## src/rtl/cache_pkg.sv

```systemverilog
// Shared definitions for the cache fill arbiter: widths, memory timing,
// FSM state encoding and block-address helper.
package cache_pkg;

   localparam int ADDR_W        = 16;
   localparam int DATA_W        = 16;
   localparam int MEM_LAT       = 4;
   localparam int WORDS_PER_BLK = 8;
   localparam int WORD_W        = 3;

   localparam logic [ADDR_W-1:0] BLK_OFFSET_MASK = 16'hFFF0;

   localparam logic FILL_SEL_I = 1'b0;
   localparam logic FILL_SEL_D = 1'b1;

   typedef enum logic [2:0] {
      ST_FLUSH = 3'd0,
      ST_IDLE  = 3'd1,
      ST_WRITE = 3'd2,
      ST_ISSUE = 3'd3,
      ST_DRAIN = 3'd4,
      ST_DONE  = 3'd5
   } arb_state_e;

   function automatic logic [ADDR_W-1:0] blk_base(input logic [ADDR_W-1:0] addr);
      return addr & BLK_OFFSET_MASK;
   endfunction

endpackage

```

## src/rtl/cache_fill_arbiter_if.sv

```systemverilog
// Cache-side and memory-side signals of the fill arbiter; master is the
// arbiter's view, slave is the view of the caches/memory around it.
interface cache_fill_arbiter_if;
   import cache_pkg::*;

   logic              i_miss;
   logic [ADDR_W-1:0] i_miss_addr;
   logic              d_miss;
   logic [ADDR_W-1:0] d_miss_addr;
   logic              d_wr_req;
   logic [ADDR_W-1:0] d_wr_addr;
   logic [DATA_W-1:0] d_wr_data;
   logic              mem_en;
   logic              mem_wr;
   logic [ADDR_W-1:0] mem_addr;
   logic [DATA_W-1:0] mem_wdata;
   logic [DATA_W-1:0] mem_rdata;
   logic              mem_valid;
   logic              fill_we;
   logic              fill_sel;
   logic [WORD_W-1:0] fill_word;
   logic [DATA_W-1:0] fill_data;
   logic              fill_tag_we;
   logic              i_fill_done;
   logic              d_fill_done;
   logic              d_wr_ack;
   logic              busy;

   modport master (
      input  i_miss, i_miss_addr, d_miss, d_miss_addr,
      input  d_wr_req, d_wr_addr, d_wr_data,
      input  mem_rdata, mem_valid,
      output mem_en, mem_wr, mem_addr, mem_wdata,
      output fill_we, fill_sel, fill_word, fill_data, fill_tag_we,
      output i_fill_done, d_fill_done, d_wr_ack, busy
   );

   modport slave (
      output i_miss, i_miss_addr, d_miss, d_miss_addr,
      output d_wr_req, d_wr_addr, d_wr_data,
      output mem_rdata, mem_valid,
      input  mem_en, mem_wr, mem_addr, mem_wdata,
      input  fill_we, fill_sel, fill_word, fill_data, fill_tag_we,
      input  i_fill_done, d_fill_done, d_wr_ack, busy
   );

endinterface

```

## src/rtl/cache_fill_arbiter.sv

```systemverilog
// Arbitrates the single-ported pipelined memory between write-through stores,
// D-cache fills and I-cache fills, and sequences each 8-word block fill.
module cache_fill_arbiter
   import cache_pkg::*;
(
   input  logic                 clk,
   input  logic                 rst,
   cache_fill_arbiter_if.master bus
);

   localparam int                FLUSH_W    = $clog2(MEM_LAT + 1);
   localparam logic [FLUSH_W-1:0] FLUSH_LAST = FLUSH_W'(MEM_LAT - 1);
   localparam logic [WORD_W-1:0]  WORD_LAST  = WORD_W'(WORDS_PER_BLK - 1);

   arb_state_e         state_r;
   arb_state_e         state_nxt_s;
   logic [FLUSH_W-1:0] flush_cnt_r;
   logic [WORD_W-1:0]  issue_cnt_r;
   logic [WORD_W-1:0]  ret_cnt_r;
   logic [ADDR_W-1:0]  base_r;
   logic               fill_sel_r;
   logic               ret_fire_s;
   logic               ret_last_s;

   // State register.
   always_ff @(posedge clk) begin
      if (rst) begin
         state_r <= ST_FLUSH;
      end else begin
         state_r <= state_nxt_s;
      end
   end

   // Flush guard, issue/return counters and the block base latched at grant.
   always_ff @(posedge clk) begin
      if (rst) begin
         flush_cnt_r <= {FLUSH_W{1'b0}};
         issue_cnt_r <= {WORD_W{1'b0}};
         ret_cnt_r   <= {WORD_W{1'b0}};
         base_r      <= {ADDR_W{1'b0}};
         fill_sel_r  <= FILL_SEL_I;
      end else begin
         case (state_r)
            ST_FLUSH: begin
               if (flush_cnt_r == FLUSH_LAST) begin
                  flush_cnt_r <= {FLUSH_W{1'b0}};
               end else begin
                  flush_cnt_r <= flush_cnt_r + FLUSH_W'(1);
               end
            end
            ST_IDLE: begin
               // Stores take priority and do not disturb the fill context.
               if (!bus.d_wr_req && bus.d_miss) begin
                  base_r     <= blk_base(bus.d_miss_addr);
                  fill_sel_r <= FILL_SEL_D;
               end else if (!bus.d_wr_req && bus.i_miss) begin
                  base_r     <= blk_base(bus.i_miss_addr);
                  fill_sel_r <= FILL_SEL_I;
               end
            end
            ST_ISSUE: issue_cnt_r <= issue_cnt_r + WORD_W'(1);
            ST_DONE: begin
               issue_cnt_r <= {WORD_W{1'b0}};
               ret_cnt_r   <= {WORD_W{1'b0}};
            end
            default: ;
         endcase
         if (ret_fire_s) begin
            ret_cnt_r <= ret_cnt_r + WORD_W'(1);
         end
      end
   end

   // Next-state decode and all outputs; return path is live only while a fill is in flight.
   always_comb begin
      state_nxt_s     = state_r;
      ret_fire_s      = 1'b0;
      ret_last_s      = 1'b0;
      bus.mem_en      = 1'b0;
      bus.mem_wr      = 1'b0;
      bus.mem_addr    = {ADDR_W{1'b0}};
      bus.mem_wdata   = {DATA_W{1'b0}};
      bus.fill_we     = 1'b0;
      bus.fill_word   = {WORD_W{1'b0}};
      bus.fill_data   = {DATA_W{1'b0}};
      bus.fill_tag_we = 1'b0;
      bus.i_fill_done = 1'b0;
      bus.d_fill_done = 1'b0;
      bus.d_wr_ack    = 1'b0;
      bus.fill_sel    = fill_sel_r;
      // FLUSH is reset-like, so busy stays low there to keep every output 0 after reset.
      bus.busy        = (state_r != ST_IDLE) && (state_r != ST_FLUSH);

      if (((state_r == ST_ISSUE) || (state_r == ST_DRAIN)) && bus.mem_valid) begin
         ret_fire_s      = 1'b1;
         ret_last_s      = (ret_cnt_r == WORD_LAST);
         bus.fill_we     = 1'b1;
         bus.fill_word   = ret_cnt_r;
         bus.fill_data   = bus.mem_rdata;
         bus.fill_tag_we = (ret_cnt_r == WORD_LAST);
      end else begin
         ret_fire_s = 1'b0;
      end

      case (state_r)
         ST_FLUSH: begin
            if (flush_cnt_r == FLUSH_LAST) begin
               state_nxt_s = ST_IDLE;
            end else begin
               state_nxt_s = ST_FLUSH;
            end
         end
         ST_IDLE: begin
            if (bus.d_wr_req) begin
               state_nxt_s = ST_WRITE;
            end else if (bus.d_miss || bus.i_miss) begin
               state_nxt_s = ST_ISSUE;
            end else begin
               state_nxt_s = ST_IDLE;
            end
         end
         ST_WRITE: begin
            bus.mem_en    = 1'b1;
            bus.mem_wr    = 1'b1;
            bus.mem_addr  = bus.d_wr_addr;
            bus.mem_wdata = bus.d_wr_data;
            bus.d_wr_ack  = 1'b1;
            state_nxt_s   = ST_IDLE;
         end
         ST_ISSUE: begin
            bus.mem_en   = 1'b1;
            bus.mem_addr = base_r | {{(ADDR_W-WORD_W-1){1'b0}}, issue_cnt_r, 1'b0};
            if (ret_last_s) begin
               state_nxt_s = ST_DONE;
            end else if (issue_cnt_r == WORD_LAST) begin
               state_nxt_s = ST_DRAIN;
            end else begin
               state_nxt_s = ST_ISSUE;
            end
         end
         ST_DRAIN: begin
            if (ret_last_s) begin
               state_nxt_s = ST_DONE;
            end else begin
               state_nxt_s = ST_DRAIN;
            end
         end
         ST_DONE: begin
            bus.i_fill_done = (fill_sel_r == FILL_SEL_I);
            bus.d_fill_done = (fill_sel_r == FILL_SEL_D);
            state_nxt_s     = ST_IDLE;
         end
         default: state_nxt_s = ST_FLUSH;
      endcase
   end

endmodule

```

## src/flat_wrapper.sv

```systemverilog
// flat-port wrapper written by rule: the top's interface ports become plain ports
module cache_fill_arbiter_flat import cache_pkg::*;
  (clk, rst, bus_i_miss, bus_i_miss_addr, bus_d_miss, bus_d_miss_addr, bus_d_wr_req, bus_d_wr_addr, bus_d_wr_data, bus_mem_rdata, bus_mem_valid, bus_mem_en, bus_mem_wr, bus_mem_addr, bus_mem_wdata, bus_fill_we, bus_fill_sel, bus_fill_word, bus_fill_data, bus_fill_tag_we, bus_i_fill_done, bus_d_fill_done, bus_d_wr_ack, bus_busy);
  cache_fill_arbiter_if bus_i ();
  input  logic clk;
  input  logic rst;
  input wire logic [$bits(bus_i.i_miss)-1:0] bus_i_miss;
  input wire logic [$bits(bus_i.i_miss_addr)-1:0] bus_i_miss_addr;
  input wire logic [$bits(bus_i.d_miss)-1:0] bus_d_miss;
  input wire logic [$bits(bus_i.d_miss_addr)-1:0] bus_d_miss_addr;
  input wire logic [$bits(bus_i.d_wr_req)-1:0] bus_d_wr_req;
  input wire logic [$bits(bus_i.d_wr_addr)-1:0] bus_d_wr_addr;
  input wire logic [$bits(bus_i.d_wr_data)-1:0] bus_d_wr_data;
  input wire logic [$bits(bus_i.mem_rdata)-1:0] bus_mem_rdata;
  input wire logic [$bits(bus_i.mem_valid)-1:0] bus_mem_valid;
  output wire logic [$bits(bus_i.mem_en)-1:0] bus_mem_en;
  output wire logic [$bits(bus_i.mem_wr)-1:0] bus_mem_wr;
  output wire logic [$bits(bus_i.mem_addr)-1:0] bus_mem_addr;
  output wire logic [$bits(bus_i.mem_wdata)-1:0] bus_mem_wdata;
  output wire logic [$bits(bus_i.fill_we)-1:0] bus_fill_we;
  output wire logic [$bits(bus_i.fill_sel)-1:0] bus_fill_sel;
  output wire logic [$bits(bus_i.fill_word)-1:0] bus_fill_word;
  output wire logic [$bits(bus_i.fill_data)-1:0] bus_fill_data;
  output wire logic [$bits(bus_i.fill_tag_we)-1:0] bus_fill_tag_we;
  output wire logic [$bits(bus_i.i_fill_done)-1:0] bus_i_fill_done;
  output wire logic [$bits(bus_i.d_fill_done)-1:0] bus_d_fill_done;
  output wire logic [$bits(bus_i.d_wr_ack)-1:0] bus_d_wr_ack;
  output wire logic [$bits(bus_i.busy)-1:0] bus_busy;
  assign bus_i.i_miss = bus_i_miss;
  assign bus_i.i_miss_addr = bus_i_miss_addr;
  assign bus_i.d_miss = bus_d_miss;
  assign bus_i.d_miss_addr = bus_d_miss_addr;
  assign bus_i.d_wr_req = bus_d_wr_req;
  assign bus_i.d_wr_addr = bus_d_wr_addr;
  assign bus_i.d_wr_data = bus_d_wr_data;
  assign bus_i.mem_rdata = bus_mem_rdata;
  assign bus_i.mem_valid = bus_mem_valid;
  assign bus_mem_en = bus_i.mem_en;
  assign bus_mem_wr = bus_i.mem_wr;
  assign bus_mem_addr = bus_i.mem_addr;
  assign bus_mem_wdata = bus_i.mem_wdata;
  assign bus_fill_we = bus_i.fill_we;
  assign bus_fill_sel = bus_i.fill_sel;
  assign bus_fill_word = bus_i.fill_word;
  assign bus_fill_data = bus_i.fill_data;
  assign bus_fill_tag_we = bus_i.fill_tag_we;
  assign bus_i_fill_done = bus_i.i_fill_done;
  assign bus_d_fill_done = bus_i.d_fill_done;
  assign bus_d_wr_ack = bus_i.d_wr_ack;
  assign bus_busy = bus_i.busy;
  cache_fill_arbiter u_core (.clk(clk), .rst(rst), .bus(bus_i));
endmodule
```

## config.mk

```make
export PLATFORM = sky130hd
export DESIGN_NAME = cache_fill_arbiter_flat
export DESIGN_NICKNAME = d
export VERILOG_FILES = /design/src/rtl/cache_pkg.sv /design/src/rtl/cache_fill_arbiter_if.sv /design/src/rtl/cache_fill_arbiter.sv /design/src/flat_wrapper.sv
export SDC_FILE = /design/constraint.sdc
export NUM_CORES = 1
export LEC_CHECK = 0
export ABC_CLOCK_PERIOD_IN_PS = 2900
export CORE_MARGIN = 3
export CORE_UTILIZATION = 36
export DETAILED_ROUTE_END_ITERATION = 10
export MAX_ROUTING_LAYER = met4
export PLACE_DENSITY = 0.86
export SYNTH_ARGS = -nofsm -noshare
export SYNTH_HDL_FRONTEND = slang
export SYNTH_SLANG_ARGS = --single-unit
```

## constraint.sdc

```tcl
create_clock -name clk -period 2.9 [get_ports clk]
set_clock_uncertainty 0.15 [all_clocks]
set_input_delay 0.435 -clock clk [delete_from_list [all_inputs] [get_ports clk]]
set_output_delay 0.435 -clock clk [all_outputs]
set_load 0.1 [all_outputs]
```

; Yosys cells after proc, flatten, opt, wreduce, memory -nomap -nowiden
; Cells that the tools add are included.
; Widths: inputs -> output; s select.
[word_totals]
register_bits = 29
input_bits = 86
output_inout_bits = 60
word_cells = 60
[op_classes]
add_sub_neg = 3
n_eq_ne = 9
n_mux = 25
bitwise = 2
n_reduce_logical = 15
[op_table]
columns = cell, n
row1 = $mux 16, 4
row2 = $pmux 16 s2, 1
row3 = $mux 3, 7
row4 = $or 16x4->16, 1
row5 = $pmux 3 s5, 1
row6 = $eq 3x3->1 const B, 4
row7 = $mux 1, 10
row8 = $add 3x1->3 const B, 3
row9 = $eq 3x2->1 const B, 3
row10 = $pmux 3 s2, 1
row11 = $reduce_bool 2->1, 3
row12 = $logic_and 1x1->1, 4
row13 = $reduce_or 2->1, 2
row14 = $eq 3x1->1 const B, 1
row15 = $logic_not 3->1, 1
row16 = $ne 3x1->1 const B, 1
row17 = $reduce_bool 3->1, 1
row18 = $logic_or 1x1->1, 2
row19 = $mux 2, 1
row20 = $reduce_and 2->1, 1
row21 = $logic_not 1->1, 1
row22 = $not 1->1, 1

; Longest topological paths before layout
[depth]
ltp_word = 6
depth_mapped = 6
ltp_nobuf = 5

; Least setup slack after synthesis
; OpenSTA, ideal clock, no wires.
[synth_path]
path_type = reg2out
start = register u_core.fill_sel_r (netlist: u_core.bus.fill_sel)
end = output port bus_d_fill_done
arrival_ps = 2380
required_time_ps = 2315
setup_slack_ps = -65
stages_incl_launch_ff = 3
n_path_buf = 0
cell_sequence = dfxtp_1 inv_1 nor2_1
[synth_via]
elab_chain_len = 1
[synth_rtl]
columns = item, line_no
row1 = from (decl), cache_fill_arbiter.sv:21  ; logic fill_sel_r;
row2 = from (signal assigned), cache_fill_arbiter.sv:41  ; fill_sel_r <= FILL_SEL_I;
row3 = from (signal assigned), cache_fill_arbiter.sv:55  ; fill_sel_r <= FILL_SEL_D;
row4 = from (signal assigned), cache_fill_arbiter.sv:58  ; fill_sel_r <= FILL_SEL_I;
row5 = $mux 1, cache_fill_arbiter.sv:105  ; case (state_r)
row6 = to (decl), flat_wrapper.sv:26  ; output wire logic [$bits(bus_i.d_fill_done)-1:0] bus_d_fill_done;
; Every way passes these cells.

; Final worst setup path
[layout_path]
start = register u_core.state_r[2]
end = output port bus_fill_data[4]
[layout_via]
elab_chain_len = 4
word_cells_on_any_way = 5
classes_between = eq/ne: 2 / mux: 1 / reduce/logical: 2
[layout_rtl]
columns = item, line_no
row1 = from (decl), cache_fill_arbiter.sv:15  ; arb_state_e state_r;
row2 = from (signal assigned), cache_fill_arbiter.sv:30  ; state_r <= state_nxt_s;
row3 = $eq 3x2->1 or $eq 3x3->1 (tied branches), cache_fill_arbiter.sv:94  ; if (((state_r == ST_ISSUE) || (state_r == ST_DRAIN)) && bus.mem_valid) begin
row4 = $logic_or 1x1->1 *, cache_fill_arbiter.sv:94
row5 = $logic_and 1x1->1 *, cache_fill_arbiter.sv:94
row6 = $mux 16 *, cache_fill_arbiter.sv:94
row7 = to (decl), flat_wrapper.sv:23  ; output wire logic [$bits(bus_i.fill_data)-1:0] bus_fill_data;
; Every way passes the cells marked *; elsewhere a longest branch is shown, timed or not.

==> impl_metrics.ini <==
[timing]
finalCriticalPeriod_ns = 2.51
fmax_mhz = 398
worst_pin_slew_ns = 0.497
hold_viol = 0
slew_headroom_pct = 66.8
setup_tns_ns = 0
timing.final.max_slew_violations = 0
rsz0062_at_grt = false
fin_ws_ns = 0.386
setup-violations-final = 0
fin_crit_sh_pct = 86.7

[finish]
nets = 443
antenna_cells = 0
layout-drive-gt1-share_pct = 26.5
final_cell_area_um2 = 3910
fill_cells = 317
area.growth.synth_to_final_pct = 108
instances_no_fill = 418

[critical_path]
r2r-end = u_core.base_r[5]
end_kind = output port
worstSetupPathType = register to output port
crit_buf_inv = 2
crit_chain = buf_4 > and3b_1 > o21a_2 > and2_1 > buf_12
setup.worst_path.start_class = register
crit_fanout = 23
reg2reg_slack_ns = 0.82
cp.required_ns = 2.32
max_stage_delay_ns = 0.38
arrival_ns = 1.93
reg2reg_from = u_core.state_r[0]
reg2reg_depth = 4
crit_family = simple AND/OR/NAND/NOR gates
slowest_stage = dfxtp_1

[floorplan]
start_util_pct = 38.6
rows = 25
die_y_um = 78.3
dieWidth_um = 78.3
pin_count = 146
core_area_um2 = 4880
die_area_um2 = 6130

[clocking]
postCtsSetupBuffers = 0
cts-resized-gates = 0
clockBufferDepth = 2
root_buffer = clkbuf_8
numCtsBuffers = 3
htreeDepth = 1
cts_tree = yes
cts.sinks = 25
clock_latency_ns = 0.27
cts_hold_buf = 0
cts.clk_slew.worst_paths_ns = 0.09

[detailed_routing]
wl_per_cell_um = 15.6
drtPass1Iterations = 4
postRouteWirelength_um = 6510
drt_iter0_drc = 84
postRouteAntennaNets = 0
vias_per_cell = 5.03
via_count = 2102
drc_errors = 0

[yosys]
ys_top_cells_by_area = dfxtp_1 27%, mux2i_1 15%, and2_1 12%
synth_largest_area_cell = dfxtp_1
synth_top_area_share_pct = 26.6
yosysUniqueCellTypes = 35
seq_area_frac_synth_pct = 26.6
yosys_register_bits = 25
synthesis.area_um2 = 1880
syn-num-nets = 312
synthesis.instances = 221
syn_area_per_cell_um2 = 8.51
yosys_warnings = 0

[grt]
grt_pass1_vias = 2066
grt_pass1_wl_um = 10400
overflow = 0
grt_max_degree = 25
antenna_found_initial = 0
grtUsageTotal_pct = 21.8

[flow_run]
cap_violations = 0

[placement]
dp.cells = 414
routabilityCongestion = 0.775
pre_cts_ws_ns = 0.535
placed_cell_area_um2 = 3860
hpwl_um = 5350
portBuffers = 137

[power]
p_leak_nw = 1.57
vdd_ir_drop_max_mv = 0.388
powerDensity_nw_per_um2 = 323

[hold_path]
hold_depth = 2
hp-start = u_core.flush_cnt_r[2]
whs_endpoint = u_core.flush_cnt_r[2]
min_path_type = register to register

[outcome]
status = finished, final reports clean
-- power by group --
group	leakage (nW)	switching [mW]	internal, mW
Combinational	1.34	0.358	0.288
Clock	0.0217	0.116	0.0975
Sequential	0.202	0.0265	0.377
Total	1.57	0.500	0.763
-- synth_stat cells (all sizes together) --
library cell	count
a211oi	13
a21bo	1
a21o	5
a21oi	21
a32o	1
and2	37
and3b	2
buf	16
clkbuf	4
dfxtp	25
ha	5
inv	3
mux2	1
mux2i	29
nand2	9
nand2b	10
nand3	2
nand3b	5
nor2	22
nor3	2
nor3b	1
nor4b	1
o211a	1
o21a	1
o31a	1
or2	2
or3	1
-- state kept, by name, indices dropped and copies added (netlist names) --
| name | flops |
|---|---|
| u_core.base_r | 12 |
| u_core.flush_cnt_r | 3 |
| u_core.issue_cnt_r | 3 |
| u_core.ret_cnt_r | 3 |
| u_core.state_r | 3 |
| u_core.bus.fill_sel | 1 |
-- worst register-to-register path, stage by stage (launching register included) --
cell	delay, ns
dfxtp_1	0.44
buf_4	0.39
nor4b_4	0.40
and2_2	0.45
a211oi_1	0.13
-- per-stage QoR --
step	util [%]	power, mW	hold slack (ns)
after floorplan	-	0.803	0.272
after global placement	79.1	1.03	0.282
after detailed placement	79.1	1.05	0.317
after CTS	80.1	1.26	0.330
after global routing	80.1	1.32	0.338
final	80.1	1.26	0.330
-- metal layers --
layer | global-route usage, % | routed length, um | vias to the layer above
met5 | - | 0 | -
met4 | 6.12 | 108 | 0
met3 | 4.36 | 338 | 12
met2 | 40.9 | 3630 | 79
met1 | 23.0 | 2430 | 990
li1 | - | - | 1021
-- worst max path at each step --
stage | startpoint | endpoint | cells after the start
after floorplan | u_core.state_r[0] | bus_fill_data[10] | 5
after global placement | bus_mem_valid | bus_fill_word[1] | 4
after detailed placement | bus_mem_valid | bus_fill_data[4] | 4
after CTS | u_core.state_r[2] | bus_fill_data[4] | 5
after global routing | u_core.state_r[2] | bus_fill_data[4] | 5
final | u_core.state_r[2] | bus_fill_data[4] | 5
-- final cells by class --
| cell class | instances | area (um^2) | share of cell area (%) |
|---|---|---|---|
| well taps | 67 | 83.8 | 2.15 |
| flip-flops and latches | 25 | 500 | 12.8 |
| clock inverters | 1 | 7.51 | 0.192 |
| clock buffers | 3 | 41.3 | 1.06 |
| repair buffers | 146 | 2010 | 51.6 |
| multi-input cells | 173 | 1250 | 32.0 |
| inverters | 3 | 11.3 | 0.288 |
-- layout by cell type (no fill, tap or decap), drive strengths merged --
| master | Yosys | layout |
|---|---|---|
| nand3 | 2 | 2 |
| nor3b | 1 | 1 |
| nand2b | 10 | 10 |
| and2 | 37 | 37 |
| clkbuf | 4 | 3 |
| a21bo | 1 | 1 |
| o211a | 1 | 1 |
| nor2 | 22 | 22 |
| a21oi | 21 | 21 |
| nand3b | 5 | 5 |
| clkinvlp | 0 | 1 |
| ha | 5 | 5 |
| or3 | 1 | 1 |
| buf | 16 | 69 |
| nand2 | 9 | 9 |
| or2 | 2 | 2 |
| a21o | 5 | 5 |
| inv | 3 | 3 |
| dfxtp | 25 | 25 |
| nor4b | 1 | 1 |
| a211oi | 13 | 13 |
| a32o | 1 | 1 |
| o21a | 1 | 1 |
| mux2 | 1 | 1 |
| o31a | 1 | 1 |
| and3b | 2 | 2 |
| mux2i | 29 | 29 |
| nor3 | 2 | 2 |
| clkdlybuf4s50 | 0 | 77 |
-- cells by family after synthesis --
kind of cell	Yosys count	share of synthesized area (%)
and+or+nand+nor	94	28.9
muxes	30	16.0
DFF	25	26.6
AOI/OAI and AO/OA	44	18.0
buffers and inverters	23	7.18
adders and majority gates	5	3.32
(Power assumes the default switching activity.)
